--- config.mk ---
export PLATFORM = sky130hd
export DESIGN_NAME = line_pixel_writer
export DESIGN_NICKNAME = d
export VERILOG_FILES = /design/src/rtl/line_pkg.sv /design/src/rtl/step_fifo.sv /design/src/rtl/line_pixel_writer.sv
export SDC_FILE = /design/constraint.sdc
export NUM_CORES = 1
export LEC_CHECK = 0
export BUFFER_PORTS_ARGS = -buffer_cell sky130_fd_sc_hd__buf_4
export CAP_MARGIN = 5
export CORE_MARGIN = 3
export CORE_UTILIZATION = 28
export CTS_BUF_LIST = sky130_fd_sc_hd__clkbuf_8
export DETAILED_ROUTE_END_ITERATION = 6
export PLACE_DENSITY_LB_ADDON = 0.25
export SLEW_MARGIN = 20
export SYNTH_ARGS = -nofsm -noshare
export SYNTH_HDL_FRONTEND = slang
export SYNTH_SLANG_ARGS = --single-unit
--- constraint.sdc ---
create_clock -name clk -period 15.1 [get_ports clk]
set_input_delay 2.265 -clock clk [delete_from_list [all_inputs] [get_ports clk]]
set_output_delay 2.265 -clock clk [all_outputs]
set_load 0.01 [all_outputs]
--- src/rtl/line_pkg.sv ---
`default_nettype none
// ============================================================================
// Module      : line_pkg
// Description : Shared definitions for the line drawing path. Holds the
//               per-axis direction codes (also used by draw_line), default
//               framebuffer geometry and the pixel writer state encoding.
// Revision    : 1.0 - initial release
// ============================================================================
package line_pkg;

    // Per-axis step codes; 2'b11 is not emitted and is treated as hold.
    localparam logic [1:0] DIR_HOLD = 2'b00;
    localparam logic [1:0] DIR_INC  = 2'b01;
    localparam logic [1:0] DIR_DEC  = 2'b10;

    // Default framebuffer geometry.
    localparam int DEF_FB_W    = 160;
    localparam int DEF_FB_H    = 120;
    localparam int DEF_ADDR_W  = 15;
    localparam int DEF_COLOR_W = 12;

    typedef enum logic [1:0] {
        ST_IDLE   = 2'd0,
        ST_FIRST  = 2'd1,
        ST_RUN    = 2'd2,
        ST_FINISH = 2'd3
    } state_t;

    // Apply one direction code to an 8-bit coordinate (wraps modulo 256).
    function automatic logic [7:0] step_coord(input logic [7:0] c, input logic [1:0] d);
        case (d)
            DIR_INC:  return c + 8'd1;
            DIR_DEC:  return c - 8'd1;
            DIR_HOLD: return c;
            default:  return c;
        endcase
    endfunction

endpackage
`default_nettype wire

--- src/rtl/step_fifo.sv ---
`default_nettype none
// ============================================================================
// Module      : step_fifo
// Description : Small synchronous FIFO holding {dirx,diry} step codes between
//               the draw_line stepper and the pixel writer. Show-ahead read:
//               o_rd_data is the head entry whenever o_empty is low.
// Ports       : clk, rst (async, active-low)
//               i_wr_en/i_wr_data  push side (ignored when full)
//               i_rd_en/o_rd_data  pop side (ignored when empty)
//               o_full, o_empty    occupancy flags
// Revision    : 1.0 - initial release
// ============================================================================
module step_fifo #(
    parameter int DEPTH = 4,   // power of two
    parameter int WIDTH = 4
) (
    input  logic             clk,
    input  logic             rst,
    input  logic             i_wr_en,
    input  logic [WIDTH-1:0] i_wr_data,
    input  logic             i_rd_en,
    output logic [WIDTH-1:0] o_rd_data,
    output logic             o_full,
    output logic             o_empty
);

    localparam int PTR_W = (DEPTH > 1) ? $clog2(DEPTH) : 1;
    localparam logic [PTR_W:0] C_DEPTH = (PTR_W + 1)'(DEPTH);

    logic [WIDTH-1:0] r_mem [DEPTH];
    logic [PTR_W-1:0] r_wr_ptr;
    logic [PTR_W-1:0] r_rd_ptr;
    logic [PTR_W:0]   r_count;

    logic w_wr;
    logic w_rd;

    assign w_wr      = i_wr_en & ~o_full;
    assign w_rd      = i_rd_en & ~o_empty;
    assign o_full    = (r_count == C_DEPTH);
    assign o_empty   = (r_count == '0);
    assign o_rd_data = r_mem[r_rd_ptr];

    // Storage needs no reset: entries are only read after being written.
    always_ff @(posedge clk) begin
        if (w_wr) begin
            r_mem[r_wr_ptr] <= i_wr_data;
        end
    end

    // Pointers wrap naturally because DEPTH is a power of two.
    always_ff @(posedge clk or negedge rst) begin
        if (!rst) begin
            r_wr_ptr <= '0;
            r_rd_ptr <= '0;
            r_count  <= '0;
        end else begin
            if (w_wr) begin
                r_wr_ptr <= r_wr_ptr + 1'b1;
            end
            if (w_rd) begin
                r_rd_ptr <= r_rd_ptr + 1'b1;
            end
            case ({w_wr, w_rd})
                2'b10:   r_count <= r_count + 1'b1;
                2'b01:   r_count <= r_count - 1'b1;
                default: r_count <= r_count;
            endcase
        end
    end

endmodule
`default_nettype wire

--- src/rtl/line_pixel_writer.sv ---
`default_nettype none
// ============================================================================
// Module      : line_pixel_writer
// Description : Consumes draw_line step codes, walks a pixel cursor from a
//               latched start point and issues one framebuffer write per
//               visited on-screen pixel over a req/gnt handshake. Off-screen
//               pixels are counted instead of written.
// Ports       : clk, rst (async, active-low)
//               i_start, i_start_x, i_start_y, i_color   line setup
//               i_step_valid, i_dirx, i_diry, i_line_done  stepper side
//               o_step_ready                              stepper enable
//               o_fb_req, o_fb_addr, o_fb_data, i_fb_gnt  framebuffer write
//               o_busy, o_done, o_clip_cnt                status
// Revision    : 1.0 - initial release
// ============================================================================
module line_pixel_writer
    import line_pkg::*;
#(
    parameter int FB_W       = DEF_FB_W,
    parameter int FB_H       = DEF_FB_H,
    parameter int ADDR_W     = DEF_ADDR_W,
    parameter int COLOR_W    = DEF_COLOR_W,
    parameter int FIFO_DEPTH = 4
) (
    input  logic               clk,
    input  logic               rst,
    input  logic               i_start,
    input  logic [7:0]         i_start_x,
    input  logic [7:0]         i_start_y,
    input  logic [COLOR_W-1:0] i_color,
    input  logic               i_step_valid,
    input  logic [1:0]         i_dirx,
    input  logic [1:0]         i_diry,
    input  logic               i_line_done,
    output logic               o_step_ready,
    output logic               o_fb_req,
    output logic [ADDR_W-1:0]  o_fb_addr,
    output logic [COLOR_W-1:0] o_fb_data,
    input  logic               i_fb_gnt,
    output logic               o_busy,
    output logic               o_done,
    output logic [7:0]         o_clip_cnt
);

    localparam logic [ADDR_W:0] C_FB_W = (ADDR_W + 1)'(FB_W);
    localparam logic [ADDR_W:0] C_FB_H = (ADDR_W + 1)'(FB_H);

    state_t             r_state;
    logic [7:0]         r_x;
    logic [7:0]         r_y;
    logic [COLOR_W-1:0] r_color;
    logic               r_fb_req;
    logic [ADDR_W-1:0]  r_fb_addr;
    logic               r_busy;
    logic               r_done;
    logic [7:0]         r_clip_cnt;
    logic               r_line_done;

    logic               w_full;
    logic               w_empty;
    logic [3:0]         w_head;
    logic               w_push;
    logic               w_pop;
    logic               w_pending;
    logic               w_plot;
    logic               w_on_screen;
    logic               w_finish;
    logic [7:0]         w_nx;
    logic [7:0]         w_ny;
    logic [7:0]         w_px;
    logic [7:0]         w_py;
    logic [ADDR_W:0]    w_px_ext;
    logic [ADDR_W:0]    w_py_ext;
    logic [ADDR_W:0]    w_addr_full;

    assign o_step_ready = (r_state == ST_RUN) & ~w_full;
    assign o_fb_req     = r_fb_req;
    assign o_fb_addr    = r_fb_addr;
    assign o_fb_data    = r_color;
    assign o_busy       = r_busy;
    assign o_done       = r_done;
    assign o_clip_cnt   = r_clip_cnt;

    // A write is pending while requested and not granted this cycle; a grant
    // in the current cycle frees the port for the next pixel immediately.
    assign w_pending = r_fb_req & ~i_fb_gnt;
    assign w_push    = i_step_valid & o_step_ready;
    assign w_pop     = (r_state == ST_RUN) & ~w_empty & ~w_pending;

    step_fifo #(
        .DEPTH (FIFO_DEPTH),
        .WIDTH (4)
    ) u_step_fifo (
        .clk       (clk),
        .rst       (rst),
        .i_wr_en   (w_push),
        .i_wr_data ({i_dirx, i_diry}),
        .i_rd_en   (w_pop),
        .o_rd_data (w_head),
        .o_full    (w_full),
        .o_empty   (w_empty)
    );

    assign w_nx = step_coord(r_x, w_head[3:2]);
    assign w_ny = step_coord(r_y, w_head[1:0]);

    // FIRST plots the latched start point; RUN plots the freshly stepped one.
    assign w_plot = (r_state == ST_FIRST) | w_pop;
    assign w_px   = (r_state == ST_FIRST) ? r_x : w_nx;
    assign w_py   = (r_state == ST_FIRST) ? r_y : w_ny;

    assign w_px_ext    = (ADDR_W + 1)'(w_px);
    assign w_py_ext    = (ADDR_W + 1)'(w_py);
    assign w_addr_full = w_py_ext * C_FB_W + w_px_ext;

    // The carry bit rejects any pixel whose address would not fit ADDR_W,
    // which only matters for oversized geometry parameters.
    assign w_on_screen = (w_px_ext < C_FB_W) & (w_py_ext < C_FB_H) & ~w_addr_full[ADDR_W];

    // line_done may arrive in the same cycle as the last step push, so the
    // FIFO must stay empty through this cycle before finishing.
    assign w_finish = (r_line_done | i_line_done) & w_empty & ~w_push & ~w_pending;

    always_ff @(posedge clk or negedge rst) begin
        if (!rst) begin
            r_state     <= ST_IDLE;
            r_x         <= '0;
            r_y         <= '0;
            r_color     <= '0;
            r_fb_req    <= 1'b0;
            r_fb_addr   <= '0;
            r_busy      <= 1'b0;
            r_done      <= 1'b0;
            r_clip_cnt  <= '0;
            r_line_done <= 1'b0;
        end else begin
            r_done <= 1'b0;

            if (r_fb_req && i_fb_gnt) begin
                r_fb_req <= 1'b0;
            end

            if (w_plot) begin
                if (w_on_screen) begin
                    r_fb_req  <= 1'b1;
                    r_fb_addr <= w_addr_full[ADDR_W-1:0];
                end else if (r_clip_cnt != 8'hFF) begin
                    r_clip_cnt <= r_clip_cnt + 8'd1;
                end
            end

            if (w_pop) begin
                r_x <= w_nx;
                r_y <= w_ny;
            end

            case (r_state)
                ST_IDLE: begin
                    if (i_start) begin
                        r_x         <= i_start_x;
                        r_y         <= i_start_y;
                        r_color     <= i_color;
                        r_clip_cnt  <= '0;
                        r_line_done <= 1'b0;
                        r_busy      <= 1'b1;
                        r_state     <= ST_FIRST;
                    end
                end
                ST_FIRST: begin
                    if (i_line_done) begin
                        r_line_done <= 1'b1;
                    end
                    r_state <= ST_RUN;
                end
                ST_RUN: begin
                    if (i_line_done) begin
                        r_line_done <= 1'b1;
                    end
                    if (w_finish) begin
                        r_busy  <= 1'b0;
                        r_done  <= 1'b1;
                        r_state <= ST_FINISH;
                    end
                end
                ST_FINISH: begin
                    r_state <= ST_IDLE;
                end
                default: begin
                    r_state <= ST_IDLE;
                end
            endcase
        end
    end

endmodule
`default_nettype wire

# Word-level counts from Yosys, hierarchy flattened

Memories as Yosys holds them, arrays and structs flattened.
Index checks and enable logic that the tools add are counted.

Magnitude comparators: 2
Equality and inequality tests: 14
Bitwise logic cells: 20
Reduce and logical (&&, ||, !) cells: 12
Muxes and demuxes: 32
Multipliers: 1
Add/subtract/negate cells: 10

Operator list:

| operator                                                                     | count |
|---|---|
| 8-bit 2-to-1 mux                                                             | 13 |
| 8-bit one-hot mux with 2 select lines                                        | 2 |
| 8-bit by 1-bit adder with 8-bit output, second input constant                | 3 |
| 16-bit by 8-bit adder with 16-bit output                                     | 1 |
| 8-bit by 1-bit subtractor with 8-bit output, second input constant           | 2 |
| 1-bit AND                                                                    | 12 |
| 8-bit by 3-bit multiplier with 11-bit output, second input constant          | 1 |
| 1-bit 2-to-1 mux                                                             | 11 |
| 2-bit == test, second input constant                                         | 5 |
| 2-bit by 1-bit == test with 1-bit output, second input constant              | 4 |
| 8-bit by 7-bit less-than comparator with 1-bit output, second input constant | 1 |
| 8-bit less-than comparator, second input constant                            | 1 |
| 8-bit inequality test, second input constant                                 | 1 |
| 2-bit one-hot mux with 4 select lines                                        | 1 |
| 1-bit NOT                                                                    | 6 |
| 3-bit one-hot mux with 2 select lines                                        | 1 |
| 2-bit AND reduction                                                          | 3 |
| 3-bit AND reduction                                                          | 2 |
| 2-bit nonzero test                                                           | 3 |
| 2-bit by 1-bit adder with 2-bit output, second input constant                | 2 |
| 2-bit 2-to-1 mux                                                             | 2 |
| 2-bit inequality test, second input constant                                 | 2 |
| 1-bit one-hot mux with 2 select lines                                        | 2 |
| 3-bit by 1-bit adder with 3-bit output, second input constant                | 1 |
| other kinds (8)                                                              | 9 |

RAM bits: 16
Memories: 1
Flip-flop bits (word level): 64
Input bits: 38
Output and inout bits: 39
Word-level logic and storage cells: 105

Memories:

| memory            | words | bits a word | rd ports | clocked after memory_dff | wr ports | line            | source |
|---|---|---|---|---|---|---|---|
| u_step_fifo.r_mem | 4     | 4           | 1        | 0                        | 1        | step_fifo.sv:30 | `logic [WIDTH-1:0] r_mem [DEPTH];` |

# Logic depth before layout (Yosys ltp)

Gate-level depths: netlist of the first run.
An unclocked memory read counts as a cell.

Depth in word-level cells: 12
Mapped depth: 26
Gate-level depth less buffers: 22

# Modules after synthesis

Synthesis of the first run repeated with hierarchy kept, for this count alone.

Cell total of the unflattened synthesis: 539
Area total of the unflattened synthesis: 5256.3 um^2

Modules (own cells, without submodules):

| module            | area an instance (um^2) | cells an instance | times used | sequential area each (um^2) |
|---|---|---|---|---|
| line_pixel_writer | 4246.6                  | 480               | 1          | 1426.4 |
| step_fifo         | 1009.7                  | 59                | 1          | 655.6 |

# Least setup slack after synthesis of the first run

Ideal clock, no wire load.

Path kind: register to register
Start: register u_step_fifo.r_rd_ptr[0]
End: register r_clip_cnt[7] (netlist: o_clip_cnt[7])
Buffers on the path: 4
Path slack: 9441 ps
Stages on the path, launching flop included: 25
Data required time: 15021 ps
Setup time: 79 ps
Arrival time: 5580 ps
Clock period less this slack: 5659 ps
Cells stage by stage: dfrtp_1 -> clkbuf_1 -> mux4_2 -> ha_1 -> buf_2 -> buf_2 -> xor2_1 -> ha_1 -> and3b_1 -> o21ai_0 -> a21oi_2 -> xnor2_1 -> inv_1 -> ha_1 -> inv_1 -> fa_1 -> nand2b_1 -> a21oi_1 -> xor2_1 -> nand3_1 -> o311ai_1 -> nor3_2 -> buf_2 -> nor4_2 -> mux2i_1

Longest elaborated chain between the ends: 12
Elaborated cells on any way between the ends: 20
Classes of those cells: add/sub: 1; mul: 1; order compare: 2; eq/ne: 4; mux: 8; bitwise: 3; memory: 1

RTL lines:

| element                                                                   | line                     | source |
|---|---|---|
| start, declared                                                           | step_fifo.sv:32          | `logic [PTR_W-1:0] r_rd_ptr;` |
| start signal, assigned                                                    | step_fifo.sv:62          | `r_rd_ptr <= r_rd_ptr + 1'b1;` |
| memory 4 x 4 bit (*)                                                      | --                       |  |
| 2-bit == test or 2-bit by 1-bit == test with 1-bit output (tied branches) | line_pkg.sv:31           | `case (d)` |
| 8-bit one-hot mux with 2 select lines                                     | line_pkg.sv:31           |  |
| 8-bit 2-to-1 mux                                                          | line_pixel_writer.sv:110 | `assign w_py = (r_state == ST_FIRST) ? r_y : w_ny;` |
| 8-bit by 3-bit multiplier with 11-bit output                              | line_pixel_writer.sv:114 | `assign w_addr_full = w_py_ext * C_FB_W + w_px_ext;` |
| 16-bit by 8-bit adder with 16-bit output                                  | line_pixel_writer.sv:114 |  |
| 1-bit NOT                                                                 | line_pixel_writer.sv:118 | `assign w_on_screen = (w_px_ext < C_FB_W) & (w_py_ext < C_FB_H) & ~w_addr_full[ADDR_W];` |
| 1-bit AND (*)                                                             | line_pixel_writer.sv:118 |  |
| 8-bit 2-to-1 mux (*)                                                      | line_pixel_writer.sv:144 | `if (w_on_screen) begin` |
| 8-bit 2-to-1 mux (*)                                                      | line_pixel_writer.sv:143 | `if (w_plot) begin` |
| 8-bit 2-to-1 mux                                                          | line_pixel_writer.sv:159 | `if (i_start) begin` |
| 8-bit 2-to-1 mux (*)                                                      | line_pixel_writer.sv:157 | `case (r_state)` |
| end signal, assigned                                                      | line_pixel_writer.sv:148 | `r_clip_cnt <= r_clip_cnt + 8'd1;` |
| end, declared                                                             | line_pixel_writer.sv:56  | `logic [7:0] r_clip_cnt;` |

Every way passes the cells marked *; elsewhere a longest branch is shown, timed or not.
A chain may end at the register's enable or synchronous reset.

# Worst setup path after layout of the first run

Start: register u_step_fifo.r_rd_ptr[0]
End: register r_clip_cnt[5] (netlist: o_clip_cnt[5])

Same word-level chain as after synthesis.

==> results.toml, run 1 <==
[detailed_routing]
wire_per_inst_um = 15.0
drt-total-wl_mm = 12.6
final_antenna_net_count = 0
first_pass_iters = 5
drt-initial-drc-count = 196
via_per_inst = 5.00
vias = 4212
drcViolationCount = 0

[global_route]
grt_max_degree = 65
grt_pass1_vias = 4173
grtUsageTotal = 0.130
overflow = 0
grt_pass1_wl_mm = 21.1
antenna_found_initial = 0

[cts]
cts_hold_buf = 0
ctsResizeCount = 0
cts_buffers = 9
root_buffer = "clkbuf_8"
cts_buffer_depth = 2
post-cts-setup-buffers = 0
cts.clk_slew.worst_paths_ns = 0.09
htreeDepth = 3
clkSinkCount = 80
worstSkewPairLatency_ns = 0.37
cts_tree = "done"

[timing]
setup_tns_ns = 0
timing.final.crit_share = 0.433
slew_violations = 0
final-setup-viol-count = 0
min_period_ns = 6.55
slew_headroom = 0.411
fin_ws_ns = 8.55
worst_pin_slew_ns = 0.884
rsz0062_at_grt = "no"
clock_skew_ns = 0.0137
fmax_ghz = 0.153
hold_violations = 0

[place]
gp_congestion = 0.790
io_buffers = 76
dp_hpwl_mm = 9.22
preCtsSetupSlack_ns = 8.57

[min_path]
hp-class = "flop to flop"

[yosys]
syn_area_per_cell_um2 = 9.47
syn_inst = 548
ys_seq_area_frac = 0.401
synth-async-reset-ratio = 0.800
synth_area_leaders = "dfrtp_1 31%, edfxtp_1 9.3%, ha_1 8.2%"
synth_top_cell_area_share = 0.309
ys_types = 68
syn-cell-area_mm2 = 0.00519
synth_edf_count = 16
syn_nets = 624
yosys_warnings = 0
synth-seq-cells = 80
synth_ff_type = "dfrtp_1"
synth_top_cell_by_area = "dfrtp_1"

[final_layout]
diodes = 0
layout-drive-gt1-share = 0.178
fillers = 1843
synthToLayoutAreaGrowth_pct = 18.2
layout.nets = 685

[worst_setup_path]
worstSetupPathType = "flop to flop"
crit_chain = "mux4_2 > inv_1 > ha_1 > xor2_1 > ha_1 > and3b_1 > o21ai_0 > a21oi_2 > xnor2_1 > inv_1 > ha_1 > inv_1 > fa_1 > nand2b_1 > a21oi_1 > xor2_1 > nand3_1 > o311ai_1 > nor3_2 > or4_1 > a21oi_1"
cp-start-kind = "flop"
worstPathRequired_ns = 15.40
critPathCaptureType = "flop"
crit_arrival_ns = 6.85
slowest_stage = "ha_1"
path_max_fanout = 26
slowest_delay_ns = 0.73

[die]
ios = 77
initial_utilization = 0.287
die-area_mm2 = 0.0202
core_mm2 = 0.0181
die_height_um = 142
rows = 49
die_width_um = 142

[job]
cap_viol_max_count = 0

[run_status]
status = "finished, final reports clean"
==> routing by layer <==
layer | track usage | wire, µm | vias to the layer above
li1 | - | - | 2062
met1 | 0.171 | 5850 | 2069
met2 | 0.213 | 6220 | 65
met3 | 0.0188 | 318 | 16
met4 | 0.0566 | 240 | 0
met5 | 0 | 0 | -
==> layout make-up <==
type / count / area [µm²] / area share
Multi-Input combinational cell: 406 / 2860 / 0.466
Sequential cell: 80 / 2080 / 0.339
Timing Repair Buffer: 78 / 586 / 0.0955
Tap cell: 229 / 287 / 0.0467
Inverter: 34 / 128 / 0.0208
Clock buffer: 9 / 124 / 0.0202
Clock inverter: 7 / 70.1 / 0.0114
==> metrics by stage <==
stage	util	hold slack, ns	cells	instance area, µm²
finish	0.339	0.487	843	6130
global route	0.339	0.514	843	6130
CTS	0.339	0.493	843	6130
detailed placement	0.328	0.465	827	5940
global placement	0.328	0.463	827	5940
floorplan	-	0.455	548	5190
==> state kept, by name, indices dropped and copies added (netlist names) <==
| name | count |
|---|---|
| o_fb_addr | 15 |
| r_state | 2 |
| o_fb_data | 12 |
| o_clip_cnt | 8 |
| o_done | 1 |
| r_line_done | 1 |
| u_step_fifo.r_rd_ptr | 2 |
| u_step_fifo.r_mem | 16 |
| r_x | 8 |
| r_y | 8 |
| u_step_fifo.r_count | 3 |
| o_fb_req | 1 |
| u_step_fifo.r_wr_ptr | 2 |
| o_busy | 1 |
==> cell usage after synthesis, types with 8 or more instances <==
cell type	number
a21oi_1	29
and3_1	8
buf_2	11
clkbuf_1	15
dfrtp_1	64
edfxtp_1	16
ha_1	34
inv_1	34
nand2_1	78
nor2_1	28
nor3_1	10
o21ai_0	40
xnor2_1	28
xor2_1	12
==> layout by cell type, fill, tap and decap left out, drive strengths merged, types with 5 or more instances in the layout <==
master  count
xnor2      28
and3        8
nand2      78
inv        35
a21o        6
edfxtp     16
mux2i       6
a211oi      6
nor3       11
xor2       12
ha         34
nand2b      5
or3         7
buf        78
clkbuf      9
nand3       6
nor2       28
a21oi      30
dfrtp      64
o31ai       5
o21ai      40
mux2       10
nor2b       7
==> worst max-delay path, delay by kind of cell, from the launching register on <==
family	cells	cell delay [ns]
AO/OA/AOI/OAI	5	1.27
XOR/XNOR	3	0.77
adder cells (fa/ha/maj)	4	1.76
buffers and inverters	3	0.25
flip-flops	1	0.54
multiplexers	1	0.54
AND/OR/NAND/NOR	5	1.32
==> path summary, 6_finish.rpt <==
kind / startpoint / to / slack (ns) / cells after the start
hold reg to reg: o_fb_data[9] / o_fb_data[9] / 0.49 / 2
setup reg to reg: u_step_fifo.r_rd_ptr[0] / o_clip_cnt[5] / 8.55 / 21
min in group asynchronous: rst / r_x[1] / 2.02 / 1
hold / removal: o_fb_data[9] / o_fb_data[9] / 0.49 / 2
max in group asynchronous: rst / o_fb_data[1] / 12.52 / 1
setup / recovery: u_step_fifo.r_rd_ptr[0] / o_clip_cnt[5] / 8.55 / 21
==> logic make-up (layout without fill, tap and decap cells) <==
logic type,Yosys count,after routing,share of synthesized area
simple gates,179,179,0.172
xor+xnor,40,40,0.0675
compound gates,129,129,0.163
buf+inv,62,128,0.0489
flops,80,80,0.401
mux,20,20,0.0506
fa+ha+maj,38,38,0.0974
Power of run 1 is left out: the tool's default activity adds up to more than one toggle a clock period on the data nets, which glitch-free logic cannot reach.
==> run 2: changes to the inputs <==
==> constraint.sdc (replaced) <==
create_clock -name clk -period 6.5 [get_ports clk]
set_input_delay 0.975 -clock clk [delete_from_list [all_inputs] [get_ports clk]]
set_output_delay 0.975 -clock clk [all_outputs]
set_load 0.01 [all_outputs]
==> results.toml, run 2 (synthesis gave the netlist of run 1 again) <==
[cts]
cts.clk_slew.worst_paths_ns = 0.09
clkSinkCount = 80
root_buffer = "clkbuf_8"
cts_buffers = 9
cts_hold_buf = 0
post-cts-setup-buffers = 0
worstSkewPairLatency_ns = 0.36
htreeDepth = 3
cts_tree = "done"
cts_buffer_depth = 2

[detailed_routing]
vias = 4123
wire_per_inst_um = 14.7
drt-initial-drc-count = 252
drt-total-wl_mm = 12.4
first_pass_iters = 5
final_antenna_net_count = 0
drcViolationCount = 0
via_per_inst = 4.89

[global_route]
overflow = 0
grt_max_degree = 65
grtUsageTotal = 0.128
grt_pass1_wl_mm = 20.9
antenna_found_initial = 0
grt_pass1_vias = 4233

[worst_setup_path]
slowest_stage = "o311ai_1"
critPathCaptureType = "flop"
worstSetupPathType = "flop to flop"
crit_family = "compound AO/OA/AOI/OAI gates"
crit_chain = "mux4_2 > ha_1 > xor2_1 > ha_1 > and3b_1 > o21ai_0 > a21oi_2 > xnor2_1 > inv_1 > ha_1 > inv_1 > fa_1 > nand2b_1 > a21oi_1 > xor2_1 > nand3_1 > o311ai_1 > nor3_2 > or4_1 > a21oi_1"
cp_common_cell = "ha_1"
slowest_delay_ns = 0.58
worst-path-buf-inv = 2
cp-start-kind = "flop"
crit_arrival_ns = 6.31
path_max_fanout = 15
worstPathRequired_ns = 6.79

[die]
die_height_um = 142
ios = 77
initial_utilization = 0.287
die_width_um = 142
die-area_mm2 = 0.0202
core_mm2 = 0.0181
rows = 49

[timing]
final-setup-viol-count = 0
rsz0062_at_grt = "no"
setup_tns_ns = 0
slew_headroom = 0.413
slew_violations = 0
clock_skew_ns = 0.0168
worst_pin_slew_ns = 0.878
fmax_ghz = 0.166
min_period_ns = 6.02
timing.final.crit_share = 0.926
hold_violations = 0

[final_layout]
layout-drive-gt1-share = 0.182
final_cell_mix = "79 x buf_4, 78 x nand2_1, 64 x dfrtp_1"
fin_cells = 844
fillers = 1841
layout.nets = 686
synthToLayoutAreaGrowth_pct = 18.2
diodes = 0
final_common_cell = "buf_4"
seq_area_mm2 = 0.00208
fin_area_mm2 = 0.00613
largest_reg_flops = 16
top_register = "u_step_fifo.r_mem"
multiInputGateArea_mm2 = 0.00286

[place]
dp_hpwl_mm = 9.33
gp_congestion = 0.781
io_buffers = 76
placed_cells = 828
placed_cell_area_mm2 = 0.00595

[min_path]
hp-class = "flop to flop"

[run_status]
status = "finished, final reports clean"

[job]
cap_viol_max_count = 0
==> run 2: cell count changes in the layout (fill, tap and decap cells not counted), sizes merged <==
| cell | previous run | this run |
|---|---|---|
| bufinv | 1 | 0 |
| clkinvlp | 2 | 0 |
| inv | 35 | 36 |
| clkinv | 3 | 4 |
| buf | 78 | 79 |
| clkbuf | 9 | 10 |
==> run 2: metal layers <==
layer  share of wire  global-route usage  vias to the layer above
met5               0                   0                        -
met2            0.49               0.215                       59
met3           0.027              0.0269                       10
li1                -                   -                     2065
met4           0.012              0.0444                        0
met1            0.47               0.163                     1989
==> run 2: stage by stage <==
step | setup WS [ns] | hold WS, ns | utilization
after detailed placement | 0.488 | 0.463 | 0.329
final | 0.482 | 0.486 | 0.339
after global placement | 0.683 | 0.460 | 0.329
after floorplan | 0.841 | 0.455 | -
after global routing | 0.0419 | 0.513 | 0.339
after CTS | 0.487 | 0.493 | 0.339
==> run 2: worst register-to-register path, stage by stage (launching register included) <==
cell	delay (ns)
dfrtp_1	0.52
mux4_2	0.57
ha_1	0.22
xor2_1	0.17
ha_1	0.25
and3b_1	0.18
o21ai_0	0.27
a21oi_2	0.10
xnor2_1	0.45
inv_1	0.09
ha_1	0.32
inv_1	0.06
fa_1	0.44
nand2b_1	0.16
a21oi_1	0.23
xor2_1	0.21
nand3_1	0.16
o311ai_1	0.58
nor3_2	0.27
or4_1	0.56
a21oi_1	0.15
==> run 2: area by class of cell <==
class | instances | share of cell area
tap | 229 | 0.0467
multi-input combinational | 406 | 0.467
clock inverter | 6 | 0.00714
inverter | 34 | 0.0208
clock buffer | 10 | 0.0224
sequential | 80 | 0.340
timing repair buffer | 79 | 0.0967
==> run 2: worst paths after layout <==
kind	start	end	slack (ns)	depth (start not counted)
worst max register to register	u_step_fifo.r_rd_ptr[0]	o_clip_cnt[5]	0.48	20
min in group asynchronous	rst	r_x[0]	0.72	1
worst min register to register	o_fb_data[3]	o_fb_data[3]	0.49	2
worst min-delay path	o_fb_data[3]	o_fb_data[3]	0.49	2
worst max-delay path	u_step_fifo.r_rd_ptr[0]	o_clip_cnt[5]	0.48	20
max in group asynchronous	rst	r_y[5]	5.24	1
==> run 2: timing repair <==
item	CTS	global route
hold endpoints to repair	0	0
resized for setup	0	1
endpoints found under the setup margin	0	1
Power of run 2 is left out for the same reason.
==> run 3: changes to the inputs <==
--- a/config.mk
+++ b/config.mk
@@ -11,7 +11,6 @@
 export CORE_UTILIZATION = 28
 export CTS_BUF_LIST = sky130_fd_sc_hd__clkbuf_8
 export DETAILED_ROUTE_END_ITERATION = 6
-export PLACE_DENSITY_LB_ADDON = 0.25
 export SLEW_MARGIN = 20
 export SYNTH_ARGS = -nofsm -noshare
 export SYNTH_HDL_FRONTEND = slang
==> results.toml, run 3 (synthesis gave the netlist of run 1 again) <==
[place]
gp_congestion = 0.798
io_buffers = 76
dp_hpwl_mm = 9.01
preCtsSetupSlack_ns = 0.494

[timing]
setup_tns_ns = 0
timing.final.crit_share = 0.892
worst_pin_slew_ns = 0.953
final-setup-viol-count = 0
fin_ws_ns = 0.704
fmax_ghz = 0.173
slew_headroom = 0.363
hold_violations = 0
slew_violations = 0
clock_skew_ns = 0.0157
min_period_ns = 5.80
rsz0062_at_grt = "no"

[worst_setup_path]
critPathCaptureType = "flop"
worstPathRequired_ns = 6.80
worstSetupPathType = "flop to flop"
cp-start-kind = "flop"
crit_arrival_ns = 6.10
path_max_fanout = 15

[final_layout]
synthToLayoutAreaGrowth_pct = 19.3
final_cell_mix = "79 x buf_4, 78 x nand2_1, 64 x dfrtp_1"
layout-drive-gt1-share = 0.180
top_register = "u_step_fifo.r_mem"
layout.nets = 686
largest_reg_flops = 16
final_common_cell = "buf_4"
diodes = 0

[cts]
clkSinkCount = 80
cts_tree = "done"
post-cts-setup-buffers = 0
cts.clk_slew.worst_paths_ns = 0.09
worstSkewPairLatency_ns = 0.37
cts_buffer_depth = 2
htreeDepth = 3
cts_buffers = 9
root_buffer = "clkbuf_8"

[detailed_routing]
drcViolationCount = 0
final_antenna_net_count = 0
drt-total-wl_mm = 12.0
vias = 4069
wire_per_inst_um = 14.2
drt-initial-drc-count = 155
first_pass_iters = 6
via_per_inst = 4.82

[global_route]
grtUsageTotal = 0.125
antenna_found_initial = 0
grt_max_degree = 65
grt_pass1_wl_mm = 20.2
grt_pass1_vias = 3993
overflow = 0

[min_path]
hp-class = "flop to flop"

[die]
die_width_um = 142
rows = 49
die_height_um = 142
ios = 77
initial_utilization = 0.287
core_mm2 = 0.0181
die-area_mm2 = 0.0202

[job]
cap_viol_max_count = 0

[run_status]
status = "finished, final reports clean"
==> run 3: worst max-delay path, cell delays in order (launching register included) <==
cell and delay, ns:
dfrtp_1 0.54, mux4_2 0.59, ha_1 0.22, xor2_1 0.16, ha_1 0.25, and3b_1 0.17, o21ai_0 0.25, a21oi_2 0.10
xnor2_1 0.43, inv_1 0.09, ha_1 0.32, inv_1 0.06, fa_1 0.44, nand2b_1 0.15, a21oi_1 0.20, xor2_1 0.21
nand3_1 0.16, o311ai_2 0.46, nor3_2 0.23, or4_1 0.54, a21oi_1 0.15
==> run 3: cell type report <==
cell class / count / area [µm²]
fill: 1836 / 11900
clock buffer: 9 / 124
multi-input combinational: 406 / 2870
clock inverter: 7 / 110
tap: 229 / 287
timing repair buffer: 79 / 593
inverter: 34 / 128
sequential: 80 / 2080
==> run 3: path summary, 6_finish.rpt <==
check,startpoint,endpoint,slack (ns),depth (start not counted)
max,u_step_fifo.r_rd_ptr[0],o_clip_cnt[5],0.70,20
min,o_fb_data[10],o_fb_data[10],0.48,2
max reg2reg,u_step_fifo.r_rd_ptr[0],o_clip_cnt[5],0.70,20
min reg2reg,o_fb_data[10],o_fb_data[10],0.48,2
max in group asynchronous,rst,r_x[3],5.25,1
min in group asynchronous,rst,o_fb_data[6],0.70,1
==> run 3: what timing repair did <==
action	CTS	global route
endpoints found under the hold margin	0	0
gates resized for setup	0	2
setup endpoints to repair	0	6
hold buffers	0	0
==> run 3: through the flow <==
step / area (µm²) / utilization / hold slack (ns) / cells
after global placement: 5950 / 0.329 / 0.461 / 828
after CTS: 6180 / 0.342 / 0.485 / 844
final: 6190 / 0.342 / 0.481 / 844
after global routing: 6190 / 0.342 / 0.511 / 844
after detailed placement: 5950 / 0.329 / 0.464 / 828
after floorplan: 5190 / - / 0.455 / 548
==> run 3: metal layers <==
| layer | vias to the layer above | wire length, µm | track usage |
|---|---|---|---|
| li1 | 2067 | - | - |
| met1 | 1926 | 5600 | 0.166 |
| met2 | 61 | 5840 | 0.204 |
| met3 | 15 | 379 | 0.0289 |
| met4 | 0 | 182 | 0.0374 |
| met5 | - | 0 | 0 |
Power of run 3 is left out for the same reason.
